### config.mk
export PLATFORM = sky130hd
export DESIGN_NAME = freq_meter
export DESIGN_NICKNAME = d
export VERILOG_FILES = /design/src/rtl/freq_meter_pkg.sv /design/src/rtl/sig_sync_edge.sv /design/src/rtl/freq_meter.sv
export SDC_FILE = /design/constraint.sdc
export NUM_CORES = 1
export LEC_CHECK = 0
export ABC_CLOCK_PERIOD_IN_PS = 1900
export BUFFER_PORTS_ARGS = -buffer_cell sky130_fd_sc_hd__buf_4
export CORE_ASPECT_RATIO = 0.6
export CORE_UTILIZATION = 45
export CTS_BUF_LIST = sky130_fd_sc_hd__clkbuf_8
export CTS_CLUSTER_SIZE = 16
export DETAILED_ROUTE_END_ITERATION = 10
export SYNTH_ARGS = -nofsm -noshare
export SYNTH_HDL_FRONTEND = slang
export SYNTH_SLANG_ARGS = --single-unit
### constraint.sdc
create_clock -name clk -period 1.9 [get_ports clk]
set_input_delay 0.19 -clock clk [delete_from_list [all_inputs] [get_ports clk]]
set_output_delay 0.19 -clock clk [all_outputs]
set_load 0.05 [all_outputs]
### src/rtl/freq_meter_pkg.sv
// Shared types and default sizing for the gated frequency meter.
package freq_meter_pkg;

   typedef enum logic [1:0] {
      IDLE = 2'd0,
      ARM  = 2'd1,
      GATE = 2'd2
   } state_t;

   localparam int GATE_CYCLES_DEFAULT = 50_000_000;
   localparam int GATE_W_DEFAULT      = 26;
   localparam int RES_W_DEFAULT       = 26;

endpackage

### src/rtl/sig_sync_edge.sv
// Two-flop synchronizer for an asynchronous input followed by a
// previous-value flop; edge_strb pulses for one clk when the
// synchronized input goes from 0 to 1.
module sig_sync_edge (
   input  logic clk,
   input  logic rst,
   input  logic d,
   output logic edge_strb
);

   logic sync1;
   logic sync2;
   logic prev;

   // Resynchronize d into the clk domain and keep one cycle of history.
   always_ff @(posedge clk or negedge rst) begin
      if (!rst) begin
         sync1 <= 1'b0;
         sync2 <= 1'b0;
         prev  <= 1'b0;
      end else begin
         sync1 <= d;
         sync2 <= sync1;
         prev  <= sync2;
      end
   end

   assign edge_strb = sync2 & ~prev;

endmodule

### src/rtl/freq_meter.sv
// Gated frequency meter: counts rising edges of sig_in over a window of
// GATE_CYCLES clk cycles and publishes the count with a one-cycle strobe.
// Windows run back to back while en stays high; dropping en aborts the
// window in progress without publishing.
module freq_meter
   import freq_meter_pkg::*;
#(
   parameter int GATE_CYCLES = GATE_CYCLES_DEFAULT,
   parameter int GATE_W      = GATE_W_DEFAULT,
   parameter int RES_W       = RES_W_DEFAULT
) (
   input  logic             clk,
   input  logic             rst,
   input  logic             en,
   input  logic             sig_in,
   output logic [RES_W-1:0] freq,
   output logic             freq_valid,
   output logic             overflow,
   output logic             busy
);

   localparam logic [GATE_W-1:0] GATE_LAST = GATE_W'(GATE_CYCLES - 1);
   localparam logic [RES_W-1:0]  RES_MAX   = {RES_W{1'b1}};

   state_t            state;
   logic              arm_cnt;
   logic [GATE_W-1:0] gate_cnt;
   logic [RES_W-1:0]  edge_cnt;
   logic              sat;
   logic              edge_strb;
   logic              hit_sat;
   logic              window_end;
   logic [RES_W-1:0]  cnt_next;

   sig_sync_edge u_sync (
      .clk       (clk),
      .rst       (rst),
      .d         (sig_in),
      .edge_strb (edge_strb)
   );

   // Saturating increment: an edge arriving at full scale is dropped and
   // remembered as an overflow so the published count is flagged inexact.
   always_comb begin
      hit_sat    = edge_strb & (edge_cnt == RES_MAX);
      window_end = (gate_cnt == GATE_LAST);
      cnt_next   = edge_cnt;
      if (!hit_sat) begin
         cnt_next = edge_cnt + RES_W'(edge_strb);
      end
   end

   // Control FSM with gate counter, edge counter and result registers.
   // ARM waits two cycles so the synchronizer holds fresh data before the
   // first counted cycle; a window end takes priority over an abort.
   always_ff @(posedge clk or negedge rst) begin
      if (!rst) begin
         state      <= IDLE;
         arm_cnt    <= 1'b0;
         gate_cnt   <= '0;
         edge_cnt   <= '0;
         sat        <= 1'b0;
         freq       <= '0;
         freq_valid <= 1'b0;
         overflow   <= 1'b0;
         busy       <= 1'b0;
      end else begin
         freq_valid <= 1'b0;
         case (state)
            IDLE: begin
               arm_cnt <= 1'b0;
               if (en) begin
                  state <= ARM;
                  busy  <= 1'b1;
               end
            end
            ARM: begin
               if (!en) begin
                  state   <= IDLE;
                  busy    <= 1'b0;
                  arm_cnt <= 1'b0;
               end else if (arm_cnt) begin
                  state   <= GATE;
                  arm_cnt <= 1'b0;
               end else begin
                  arm_cnt <= 1'b1;
               end
            end
            GATE: begin
               if (window_end) begin
                  freq       <= cnt_next;
                  overflow   <= sat | hit_sat;
                  freq_valid <= 1'b1;
                  gate_cnt   <= '0;
                  edge_cnt   <= '0;
                  sat        <= 1'b0;
                  if (!en) begin
                     state <= IDLE;
                     busy  <= 1'b0;
                  end
               end else if (!en) begin
                  state    <= IDLE;
                  busy     <= 1'b0;
                  gate_cnt <= '0;
                  edge_cnt <= '0;
                  sat      <= 1'b0;
               end else begin
                  gate_cnt <= gate_cnt + GATE_W'(1);
                  edge_cnt <= cnt_next;
                  sat      <= sat | hit_sat;
               end
            end
            default: begin
               state <= IDLE;
               busy  <= 1'b0;
            end
         endcase
      end
   end

endmodule

==> results.sh <==
export IMPL_outcome="complete, but fails checks"
export IMPL_violations="setup timing"
export IMPL_row_count=28
export IMPL_drc=0
export IMPL_wl_per_cell_um=19.4
export IMPL_end_kind="register"
export IMPL_post_route_period_util_pct=109
export IMPL_synthTopCellsByArea="dfrtp_1 45%, o21ai_0 6.1%, nand2_1 4.9%"
export IMPL_synthMuxAreaShare_pct=1.05
export IMPL_drt_iter0_drc=323
export IMPL_fill_cells=744
export IMPL_start_util_pct=47.8
export IMPL_power_frac_seq_pct=44.4
export IMPL_cts_tree="yes"
export IMPL_synth_area_leader_cell="dfrtp_1"
export IMPL_synth_top_family_by_area="compound AO/OA/AOI/OAI gates"
export IMPL_antenna_found_initial=0
export IMPL_hpwl_um=9380
export IMPL_die_area_sq_um=11300
export IMPL_ant_nets=0
export IMPL_synth_cell_types=62
export IMPL_power_density_nw_per_um2=663
export IMPL_ys_ff_latch=88
export IMPL_cts_root_buf="clkbuf_8"
export IMPL_ir_worst_vdd_mv=0.531
export IMPL_p_int_mw=3.32
export IMPL_slew_headroom_pct=62.8
export IMPL_grt_max_degree=59
export IMPL_hold_viol_final=0
export IMPL_worst_skew_pair_late_latency_ps=360
export IMPL_crit_type="register to register"
export IMPL_dr_pass1_iters=5
export IMPL_cts_sinks=88
export IMPL_syn_area_sq_um=4870
export IMPL_setup_tns_ps=-3910
export IMPL_yosys_warnings=0
export IMPL_arrival_ps=2370
export IMPL_grt_first_pass_wirelength_um=23400
export IMPL_slew_viol_final=0
export IMPL_worst_setup_path_start_kind="register"
export IMPL_wl_met1_um=7710
export IMPL_place_gp_congestion=0.869
export IMPL_die_w_um=136
export IMPL_drt_total_wl_um=15600
export IMPL_cp_max_fo=5
export IMPL_seq_area_frac_synth_pct=45.2
export IMPL_wl_met2_um=6740
export IMPL_layout_commonest_cell="buf_4"
export IMPL_wl_met3_um=1050
export IMPL_whs_ps=151
export IMPL_p_switching_mw=1.49
export IMPL_synth_xor_area_share_pct=3.96
export IMPL_vias_per_cell=5.94
export IMPL_synth_top_area_share_pct=45.2
export IMPL_maxCapViolCount=0
export IMPL_hold_class="input port to register"
export IMPL_synthCells=528
export IMPL_worstPathRequired_ps=2200
export IMPL_rsz0062_at_grt="yes"
export IMPL_core_sq_um=10200
export IMPL_drive_gt1_share_pct=42.8
export IMPL_num_antenna_cells=0
export IMPL_vias=4791
export IMPL_grt_pass1_vias=4309
export IMPL_p_clk_share_pct=30.9
export IMPL_final_cell_mix="124 x buf_4, 86 x dfrtp_1, 60 x nand2_1"
export IMPL_avgSynthCellArea_sq_um=9.23
export IMPL_final_util_pct=71.1
export IMPL_io_buffers=32
export IMPL_rr_worst_depth=6
export IMPL_timing_fmax_mhz=483
export IMPL_clk_pin_slew_ps=90
export IMPL_synth_edff_count=0
export IMPL_synthArstFlopShare_pct=100
export IMPL_syn_to_final_growth_pct=48.9
export IMPL_synth_flop_cell="dfrtp_1"
export IMPL_tightest_slew_ps=558
export IMPL_dp_cells=758
export IMPL_combPwrFrac_pct=24.8
export IMPL_dpl_worst_slack_ps=-147
export IMPL_period_minus_slack_ps=2070
export IMPL_hold_path_depth=2
export IMPL_globalRouteOverflowTotal=0
export IMPL_syn_nets=538
export IMPL_num_io_pins=33
export IMPL_cts_max_level=3
export IMPL_swShare_pct=30.9
export IMPL_synth_simple_area_share_pct=21.9
export IMPL_synth_fa_ha_area_share_pct=1.54
export IMPL_final_cells=806
export IMPL_routed_top_layer="met4"
export IMPL_skew_ps=10.7
export IMPL_power_leakage_nw=3.16
export IMPL_die_h_um=82.6
export IMPL_synth_compound_area_share_pct=21.9
export IMPL_grt_usage_pct=27.5
export IMPL_clockBufferDepth=2
export IMPL_setup_slack_ps=-172
export IMPL_setup_violations=57
export IMPL_final_net_count=677
export IMPL_cts_inserted_buffers=9
[critical path, stage by stage (launching register included)]
cell and delay (ps):
dfrtp_1 430, ha_4 180, and3_4 210, nand4_1 140
or4_4 500, or4_1 440, nand3_1 110
[repair_timing]
action,4_1_cts,5_1_grt
hold buffers,2,0
resized for setup,61,139
buffers inserted,7,22
hold endpoints to repair,31,0
endpoints found under the setup margin,55,76
gates cloned,1,2
pin swaps,26,58
[state kept, by name, indices dropped and copies added, names as in the netlist, 2 cells and up]
name,count
gate_cnt,26
edge_cnt,26
freq,26
state,2
[final cells by class]
type,instances,area (sq um),area share (%)
multi-input combinational,389,3170,43.7
sequential,88,2200,30.4
timing repair buffer,159,1410,19.5
tap,135,169,2.33
clock buffer,10,138,1.90
clock inverter,5,81.3,1.12
inverter,20,75.1,1.04
[worst paths after layout]
| check | startpoint | slack, ps | endpoint |
|---|---|---|---|
| min | en | 150 | state[1] |
| max reg2reg | gate_cnt[0] | -170 | freq[5] |
| min reg2reg | u_sync.sync1 | 360 | u_sync.sync2 |
| max | gate_cnt[0] | -170 | freq[5] |
| max in group asynchronous | rst | 910 | edge_cnt[13] |
| min in group asynchronous | rst | 300 | gate_cnt[13] |
[through the flow]
step | cell area (sq um) | total power [mW]
2_1_floorplan | 4900 | 2.71
3_3_place_gp | 5930 | 3.07
3_5_place_dp | 5930 | 3.10
4_1_cts | 6510 | 4.61
5_1_grt | 7250 | 5.01
6_report | 7250 | 4.80
[power groups by stage]
stage          registers [mW]  clock network (mW)  logic (mW)
4_1_cts                  2.11                1.49        1.01
6_report                 2.13                1.48        1.19
3_5_place_dp             2.14                   0       0.959
2_1_floorplan            2.18                   0       0.528
5_1_grt                  2.15                1.58        1.28
3_3_place_gp             2.14                   0       0.936
[layer usage]
metal	GRT usage (%)	vias up
met1	41.7	2352
met4	5.00	0
met3	5.80	11
met5	0	-
li1	-	2233
met2	39.9	195
[cells in the mapped netlist (9+ instances only)]
cell type / n
a21o_1: 15
a21oi_1: 18
a22o_1: 14
buf_2: 10
clkbuf_1: 18
dfrtp_1: 88
inv_1: 20
nand2_1: 64
nand3_1: 25
nand4_1: 10
nor2_1: 21
nor3_1: 11
nor4_1: 9
o21ai_0: 59
or3_1: 9
xnor2_1: 19
[cells by family (layout without fill, tap and decap cells)]
group	after synthesis	count (layout)
simple gates	198	199
flops	88	88
compound gates	157	157
xor+xnor	22	22
mux	5	5
fa+ha+maj	6	6
buf+inv	52	194
(Power assumes the default switching activity.)
